### config.mk
export PLATFORM = sky130hd
export DESIGN_NAME = uart_tx_arbiter
export DESIGN_NICKNAME = d
export VERILOG_FILES = /design/src/rtl/uart_tx_arbiter.sv
export SDC_FILE = /design/constraint.sdc
export NUM_CORES = 1
export LEC_CHECK = 0
export ABC_AREA = 1
export BUFFER_PORTS_ARGS = -buffer_cell sky130_fd_sc_hd__buf_2
export CAP_MARGIN = 30
export CORE_AREA = 2 2 62 64
export CTS_CLUSTER_SIZE = 20
export DETAILED_ROUTE_END_ITERATION = 10
export DIE_AREA = 0 0 64 66
export PLACE_DENSITY_LB_ADDON = 0.05
export SLEW_MARGIN = 30
export SYNTH_ARGS = -nofsm -noshare
export SYNTH_HDL_FRONTEND = slang
export SYNTH_SLANG_ARGS = --single-unit
### constraint.sdc
create_clock -name clk -period 4.1 [get_ports clk]
set_input_delay 0.41 -clock clk [delete_from_list [all_inputs] [get_ports clk]]
set_output_delay 0.41 -clock clk [all_outputs]
set_load 0.02 [all_outputs]
### src/rtl/uart_tx_arbiter.sv
// uart_tx_arbiter: round-robin scheduler sharing one UART transmitter among
// NUM_REQ requesters. A winner's frame is loaded, tx_start pulses, and the
// arbiter waits for tx_done before reporting completion with the winner's ID.
// Optional watchdog in WAIT is enabled with the macro UART_ARB_TIMEOUT_EN.
module uart_tx_arbiter #(
   parameter int unsigned NUM_REQ        = 4,
   parameter int unsigned FRAME_BITS     = 8,
   parameter int unsigned TIMEOUT_CYCLES = 65535,
   localparam int unsigned ID_W          = $clog2(NUM_REQ)
) (
   input  logic                          clk,
   input  logic                          rst_n,
   input  logic [NUM_REQ-1:0]            req_valid,
   input  logic [NUM_REQ*FRAME_BITS-1:0] req_data,
   output logic [NUM_REQ-1:0]            req_ready,
   output logic [FRAME_BITS-1:0]         frame_data,
   output logic                          tx_start,
   input  logic                          tx_busy,
   input  logic                          tx_done,
   output logic [ID_W-1:0]               grant_id,
   output logic                          arb_busy,
   output logic                          done_valid,
   output logic [ID_W-1:0]               done_id,
   output logic                          tx_timeout
);

   typedef enum logic {
      IDLE = 1'b0,
      WAIT = 1'b1
   } state_t;

   state_t                state, state_nxt;
   logic [ID_W-1:0]       rr_ptr, rr_ptr_nxt;
   logic [ID_W-1:0]       scan_idx;
   logic [ID_W-1:0]       win_id;
   logic                  win_found;
   logic [FRAME_BITS-1:0] win_data;
   logic                  grant_go;
   logic                  wd_hit;

   logic [NUM_REQ-1:0]    req_ready_nxt;
   logic [FRAME_BITS-1:0] frame_data_nxt;
   logic                  tx_start_nxt;
   logic [ID_W-1:0]       grant_id_nxt;
   logic                  arb_busy_nxt;
   logic                  done_valid_nxt;
   logic [ID_W-1:0]       done_id_nxt;

   // Round-robin search: first valid requester starting at rr_ptr, wrapping.
   always_comb begin
      win_found = 1'b0;
      win_id    = '0;
      scan_idx  = '0;
      for (int unsigned k = 0; k < NUM_REQ; k++) begin
         scan_idx = ID_W'((32'(rr_ptr) + k) % NUM_REQ);
         if (!win_found && req_valid[scan_idx]) begin
            win_found = 1'b1;
            win_id    = scan_idx;
         end
      end
   end

   // Frame mux selecting the winner's slice of the packed request bus.
   always_comb begin
      win_data = '0;
      for (int unsigned i = 0; i < NUM_REQ; i++) begin
         if (win_id == ID_W'(i)) begin
            win_data = req_data[i*FRAME_BITS +: FRAME_BITS];
         end
      end
   end

   assign grant_go = (state == IDLE) && win_found && !tx_busy;

`ifdef UART_ARB_TIMEOUT_EN
   localparam int unsigned CNT_W = $clog2(TIMEOUT_CYCLES + 1);

   logic [CNT_W-1:0] wd_cnt;
   logic             wd_timeout_nxt;

   // The pulse lands on the edge where the counter would reach the limit.
   assign wd_hit         = (state == WAIT) && !tx_done &&
                           (wd_cnt == CNT_W'(TIMEOUT_CYCLES - 1));
   assign wd_timeout_nxt = wd_hit;

   // Watchdog counter: cleared on grant, counts WAIT cycles without tx_done.
   always_ff @(posedge clk or negedge rst_n) begin
      if (!rst_n) begin
         wd_cnt     <= '0;
         tx_timeout <= 1'b0;
      end else begin
         tx_timeout <= wd_timeout_nxt;
         if (grant_go) begin
            wd_cnt <= '0;
         end else if (state == WAIT && !tx_done) begin
            wd_cnt <= wd_cnt + 1'b1;
         end
      end
   end
`else
   logic unused_timeout_cfg;

   assign unused_timeout_cfg = (TIMEOUT_CYCLES != 0);
   assign wd_hit             = 1'b0;
   assign tx_timeout         = 1'b0;
`endif

   // Next-state and next-output logic; pulses default low, status holds.
   always_comb begin
      state_nxt      = state;
      rr_ptr_nxt     = rr_ptr;
      req_ready_nxt  = '0;
      frame_data_nxt = frame_data;
      tx_start_nxt   = 1'b0;
      grant_id_nxt   = grant_id;
      arb_busy_nxt   = arb_busy;
      done_valid_nxt = 1'b0;
      done_id_nxt    = done_id;
      case (state)
         IDLE: begin
            if (grant_go) begin
               frame_data_nxt         = win_data;
               req_ready_nxt[win_id]  = 1'b1;
               tx_start_nxt           = 1'b1;
               grant_id_nxt           = win_id;
               arb_busy_nxt           = 1'b1;
               rr_ptr_nxt             = ID_W'((32'(win_id) + 1) % NUM_REQ);
               state_nxt              = WAIT;
            end
         end
         WAIT: begin
            if (tx_done) begin
               state_nxt      = IDLE;
               arb_busy_nxt   = 1'b0;
               done_valid_nxt = 1'b1;
               done_id_nxt    = grant_id;
            end else if (wd_hit) begin
               state_nxt    = IDLE;
               arb_busy_nxt = 1'b0;
            end
         end
         default: state_nxt = IDLE;
      endcase
   end

   // State and registered outputs.
   always_ff @(posedge clk or negedge rst_n) begin
      if (!rst_n) begin
         state      <= IDLE;
         rr_ptr     <= '0;
         req_ready  <= '0;
         frame_data <= '0;
         tx_start   <= 1'b0;
         grant_id   <= '0;
         arb_busy   <= 1'b0;
         done_valid <= 1'b0;
         done_id    <= '0;
      end else begin
         state      <= state_nxt;
         rr_ptr     <= rr_ptr_nxt;
         req_ready  <= req_ready_nxt;
         frame_data <= frame_data_nxt;
         tx_start   <= tx_start_nxt;
         grant_id   <= grant_id_nxt;
         arb_busy   <= arb_busy_nxt;
         done_valid <= done_valid_nxt;
         done_id    <= done_id_nxt;
      end
   end

endmodule
==> flow_summary.json, run 1 <==
{
  "status": "finished clean",
  "path_buf_inv": 1,
  "layout_common_cells": "nand2_1 (88), buf_2 (58), o21ai_0 (23), dfrtp_1 (22), inv_1 (17)",
  "cts_made_buffers": 3,
  "gp_congestion": 0.845,
  "layout_commonest_cell": "nand2_1",
  "pin_count": 60,
  "ant_nets": 0,
  "r2r-end": "frame_data[1]$_DFFE_PN0P_",
  "fin_ws_ns": 1.31,
  "fin_nets": 296,
  "finClkSkew_ns": 0.00604,
  "dp_hpwl_um": 2610,
  "clk_pin_slew_ns": 0.12,
  "htreeDepth": 1,
  "fin_setup_tns_ns": 0,
  "die_w_um": 64,
  "postRouteWirelength_um": 3220,
  "viasPerCell": 4.49,
  "dpl.cell_count": 295,
  "required_ns": 4.35,
  "worstRegToRegCells": 15,
  "dieArea_um2": 4220,
  "initial_core_util_pct": 38.4,
  "cts_num_sinks": 22,
  "nFillCells": 393,
  "finalHoldViolCount": 0,
  "fin_crit_sh_pct": 68.1,
  "path_common_cell": "nand2_1",
  "antenna_found_initial": 0,
  "max_freq_ghz": 0.358,
  "cts_tree": "done",
  "antenna_cells": 0,
  "ys_ff_latch": 22,
  "syn_avg_cell_area_um2": 6.92,
  "cp_cell_sequence": "nand2_1 -> nand3_1 -> nand2_1 -> nor2_4 -> nand3_2 -> nand3_1 -> inv_1 -> ha_1 -> nor2_1 -> nand2_1 -> nand2_1 -> o21ai_0 -> o21ai_0 -> nand2_1 -> nand2_1",
  "post_cts_resized": 0,
  "postCtsSetupBuffers": 0,
  "critPathCaptureType": "flop",
  "drt-initial-drc-count": 46,
  "fin_cells": 299,
  "drive_above_1_share_pct": 28.3,
  "report.final.slew_viol_count": 0,
  "path_class": "reg2reg",
  "synth.distinct_cells": 20,
  "grt_usage_pct": 17.3,
  "area_growth_pct": 24.5,
  "rows": 22,
  "coreArea_um2": 3550,
  "drc": 0,
  "synth_cells": 197,
  "reg2reg_from": "rr_ptr[0]$_DFFE_PN0P_",
  "setup_viol": 0,
  "port_buffers": 58,
  "vias": 1344,
  "place_ws_ns": 1.30,
  "drv_cap": 0,
  "crit_fanout": 10,
  "ys_warn_count": 0,
  "ir_drop_mv": 0.382,
  "grt_setup_unrepaired": "no",
  "syn_nets": 241,
  "grt_pass1_wl_um": 5720,
  "worstPathArrival_ns": 3.04,
  "overflow": 0,
  "synth_seq_area_share_pct": 40.4,
  "ctsLongestPathBuffers": 2,
  "period_needed_ns": 2.79,
  "slowest_delay_ns": 0.58,
  "cp_slowest_cell": "dfrtp_1",
  "hp-class": "in2async",
  "wl_per_cell_um": 10.8,
  "die_y_um": 66,
  "p_per_area_nw_per_um2": 982,
  "grt_max_degree": 23,
  "rrSetupSlack_ns": 1.31,
  "clockRootBuffer": "clkbuf_4",
  "firstDrtPassIters": 4,
  "syn_area_um2": 1360,
  "grt_pass1_vias": 1315,
  "startpoint_type": "flop",
  "critPathTopFamily": "simple AND/OR/NAND/NOR gates",
  "worstSkewPairLatency_ns": 0.31,
  "p_leak_uw": 0.000999,
  "hold_buffers": 0
}
-- metrics by stage --
step / area [um^2] / total power, uW / utilization (%) / hold slack [ns]
floorplan: 1360 / 1290 / - / 0.114
global placement: 1660 / 1580 / 46.8 / 0.402
detailed placement: 1660 / 1580 / 46.8 / 0.401
CTS: 1700 / 1700 / 47.8 / 0.0463
global route: 1700 / 1890 / 47.8 / 0.0502
finish: 1700 / 1670 / 47.8 / 0.0363
-- worst register-to-register path, cell delays in order (launching register included) --
cell     delay [ns]
dfrtp_1        0.58
nand2_1        0.13
nand3_1        0.13
nand2_1        0.12
nor2_4         0.16
nand3_2        0.11
nand3_1        0.16
inv_1          0.08
ha_1           0.30
nor2_1         0.43
nand2_1        0.10
nand2_1        0.07
o21ai_0        0.09
o21ai_0        0.17
nand2_1        0.07
nand2_1        0.05
-- flip-flops by register name, indices dropped and copies added (netlist names) --
name / flops
req_ready: 4
grant_id: 2
state: 1
rr_ptr: 2
frame_data: 8
arb_busy: 1
tx_start: 1
done_valid: 1
done_id: 2
-- cell usage after synthesis --
cell | n | area share [%]
nand3_1 | 9 | 3.3
o21ai_0 | 23 | 8.4
ha_1 | 4 | 3.7
buf_6 | 2 | 1.7
nand3_2 | 2 | 1.5
nand4_1 | 1 | 0.46
a21oi_1 | 8 | 2.9
conb_1 | 1 | 0.28
nand2_4 | 1 | 0.83
dfrtp_1 | 22 | 40
nor2_1 | 6 | 1.7
and2_1 | 1 | 0.46
nand2_2 | 3 | 1.4
nand2_1 | 88 | 24
clkbuf_1 | 4 | 1.1
inv_1 | 17 | 4.7
buf_4 | 2 | 1.1
nor2_4 | 1 | 0.83
inv_6 | 1 | 0.64
inv_4 | 1 | 0.46
-- layer usage --
| metal | global-route usage [%] | part of all wire [%] | up-vias |
|---|---|---|---|
| met3 | 5.28 | 6.2 | 0 |
| met4 | 2.45 | 0 | 0 |
| met2 | 31.3 | 51 | 35 |
| li1 | - | - | 720 |
| met1 | 20.6 | 43 | 589 |
| met5 | 0 | 0 | - |
-- worst max path at each step --
stage | from | end | slack, ns | depth (start not counted)
finish | rr_ptr[0]$_DFFE_PN0P_ | frame_data[1]$_DFFE_PN0P_ | 1.31 | 15
global route | rr_ptr[0]$_DFFE_PN0P_ | frame_data[5]$_DFFE_PN0P_ | 0.91 | 15
CTS | rr_ptr[0]$_DFFE_PN0P_ | frame_data[5]$_DFFE_PN0P_ | 1.27 | 15
detailed placement | rr_ptr[0]$_DFFE_PN0P_ | frame_data[1]$_DFFE_PN0P_ | 1.30 | 15
global placement | rr_ptr[0]$_DFFE_PN0P_ | frame_data[5]$_DFFE_PN0P_ | 1.36 | 17
floorplan | rr_ptr[0]$_DFFE_PN0P_ | frame_data[0]$_DFFE_PN0P_ | 1.73 | 18
-- power by group --
group | internal (uW) | total, uW | switching, uW
registers | 315 | 375 | 60.0
clock network | 54.2 | 118 | 64.2
logic | 397 | 1170 | 776
total | 766 | 1670 | 900
-- cells by family after synthesis --
logic type / share of synthesized area (%)
and+or+nand+nor: 34.6
adders and majority gates: 3.67
other: 0.275
buffers and inverters: 9.64
DFF: 40.4
AOI/OAI and AO/OA: 11.4
-- layout make-up --
cell class | count | area, um^2 | area share, %
repair buffers | 58 | 290 | 17.1
well taps | 48 | 60.1 | 3.54
clock buffers | 4 | 36.3 | 2.14
inverters | 19 | 78.8 | 4.65
flip-flops and latches | 22 | 551 | 32.4
multi-input cells | 148 | 681 | 40.1
Note: power is estimated with default switching activity, not from simulation.
==> inputs of run 2 (changes only) <==
Clock period 4.1 ns to 2.9 ns, I/O delays scaled along.
==> run 2 against run 1 <==
Combinational power is 46% higher; worst setup slack worse by 0.87 ns; non-clock buffer count is 2 higher; clock-buffer cell count is 1 lower; global-route usage is 0.75 points lower; via count is 1.9% lower; cell count is 0.67% higher; first-iteration DRC count is 24% higher; flip-flop and latch count stayed put; clock power is 95% higher; core utilization is 1.1 points higher; critical path depth is 2 higher; highest routed layer is now met4.
==> flow_summary.json, run 2 (same netlist as run 1, synthesis figures left out) <==
{
  "report.final.slew_viol_count": 0,
  "setup_viol": 0,
  "status": "finished clean",
  "p_leak_uw": 0.00101,
  "wl_per_cell_um": 10.6,
  "cts_num_sinks": 22,
  "finalHoldViolCount": 0,
  "path_class": "reg2reg",
  "ctsLongestPathBuffers": 2,
  "die_y_um": 66,
  "r2r-end": "frame_data[5]$_DFFE_PN0P_",
  "top_layer_used": "met4",
  "viasPerCell": 4.38,
  "drt-initial-drc-count": 57,
  "fin_crit_sh_pct": 84.7,
  "pin_count": 60,
  "drv_cap": 0,
  "crit_fanout": 10,
  "drive_above_1_share_pct": 29.6,
  "worstPathArrival_ns": 2.71,
  "hp-class": "in2reg",
  "wl_met1_um": 1460,
  "clk_pin_slew_ns": 0.12,
  "largest_reg_flops": 8,
  "cts_made_buffers": 3,
  "worstSkewPairLatency_ns": 0.30,
  "fin_setup_tns_ns": 0,
  "required_ns": 3.15,
  "period_needed_ns": 2.46,
  "reg2reg_from": "rr_ptr[0]$_DFFE_PN0P_",
  "utilization_pct": 48.9,
  "area_growth_pct": 27.5,
  "rrSetupSlack_ns": 0.44,
  "clockRootBuffer": "clkbuf_4",
  "finClkSkew_ns": 0.00325,
  "grt_usage_pct": 16.6,
  "max_freq_ghz": 0.407,
  "ant_nets": 0,
  "holdPathEnd": "state$_DFF_PN0_",
  "critPathCaptureType": "flop",
  "initial_core_util_pct": 38.4,
  "grt_pass1_wl_um": 5550,
  "worstRegToRegCells": 17,
  "cts_tree": "done",
  "dr_wl_met2_um": 1570,
  "startpoint_type": "flop",
  "layout_common_cells": "nand2_1 (88), buf_2 (58), o21ai_0 (23), dfrtp_1 (21), inv_1 (17)",
  "grt_setup_unrepaired": "no",
  "dr_wl_met3_um": 146,
  "reg_top3": "frame_data x8, req_ready x4",
  "firstDrtPassIters": 4,
  "antenna_found_initial": 0,
  "coreArea_um2": 3550,
  "overflow": 0,
  "holdCritStartpoint": "tx_done",
  "gp_congestion": 0.880,
  "ir_drop_mv": 0.531,
  "dp_hpwl_um": 2560,
  "rows": 22,
  "p_per_area_nw_per_um2": 1420,
  "htreeDepth": 1,
  "drc": 0,
  "fin_nets": 298,
  "hold_depth": 2,
  "vias": 1319,
  "die_w_um": 64,
  "top_register": "frame_data",
  "postRouteWirelength_um": 3190,
  "antenna_cells": 0,
  "dieArea_um2": 4220,
  "port_buffers": 58,
  "grt_max_degree": 23,
  "grt_pass1_vias": 1345,
  "layout_commonest_cell": "nand2_1"
}
-- run 2: worst max-delay path by stage --
| stage | from | end | depth (start not counted) |
|---|---|---|---|
| after detailed placement | rr_ptr[0]$_DFFE_PN0P_ | frame_data[5]$_DFFE_PN0P_ | 17 |
| after floorplan | rr_ptr[0]$_DFFE_PN0P_ | frame_data[0]$_DFFE_PN0P_ | 18 |
| after global placement | rr_ptr[0]$_DFFE_PN0P_ | frame_data[3]$_DFFE_PN0P_ | 16 |
| after global routing | rr_ptr[0]$_DFFE_PN0P_ | frame_data[0]$_DFFE_PN0P_ | 16 |
| after CTS | rr_ptr[0]$_DFFE_PN0P_ | frame_data[5]$_DFFE_PN0P_ | 17 |
| final | rr_ptr[0]$_DFFE_PN0P_ | frame_data[5]$_DFFE_PN0P_ | 17 |
-- run 2: per-stage QoR --
stage               setup slack, ns  cell area [um^2]  cells  hold WS, ns  total power (uW)
detailed placement            0.236              1670    296        0.281              2260
floorplan                     0.525              1360    197     -0.00559              1830
CTS                           0.194              1730    301        0.148              2500
finish                        0.443              1740    301        0.166              2470
global route                 0.0928              1740    301        0.151              2800
global placement              0.204              1670    296        0.280              2280
-- run 2: power by group --
part / switching, uW / internal [uW] / total (uW)
sequential: 82.9 / 446 / 529
combinational: 1120 / 591 / 1710
clock: 90.4 / 140 / 230
total: 1290 / 1180 / 2470
-- run 2: layout make-up --
type                       count  area [um^2]
multi-input combinational    148          686
sequential                    22          552
timing repair buffer          60          308
clock buffer                   3         22.5
tap                           48         60.1
clock inverter                 1         30.0
inverter                      19         78.8
fill                         388         1810
-- run 2: worst max-delay path, cell delays in order (launching register included) --
cell	delay [ns]
dfrtp_2	0.51
inv_6	0.06
nand2_1	0.06
nand2_1	0.10
nand2_2	0.12
nand2_2	0.07
nor2_4	0.12
nand3_2	0.11
nand3_1	0.16
inv_1	0.08
ha_1	0.20
nor2_2	0.27
nand2_1	0.08
nand2_1	0.06
o21ai_0	0.08
o21ai_0	0.20
nand2_1	0.07
nand2_1	0.05
-- run 2: what timing repair did --
action | 4_1_cts | 5_1_grt
hold buffers | 1 | 0
resized for setup | 0 | 3
endpoints found under the hold margin | 22 | 0
endpoints found under the setup margin | 0 | 8
setup buffers | 0 | 0
-- run 2: per-layer routing --
layer	global-route usage (%)	vias to the layer above
met4	2.45	0
met2	29.3	35
met1	21.1	560
li1	-	722
met5	0	-
met3	3.58	2
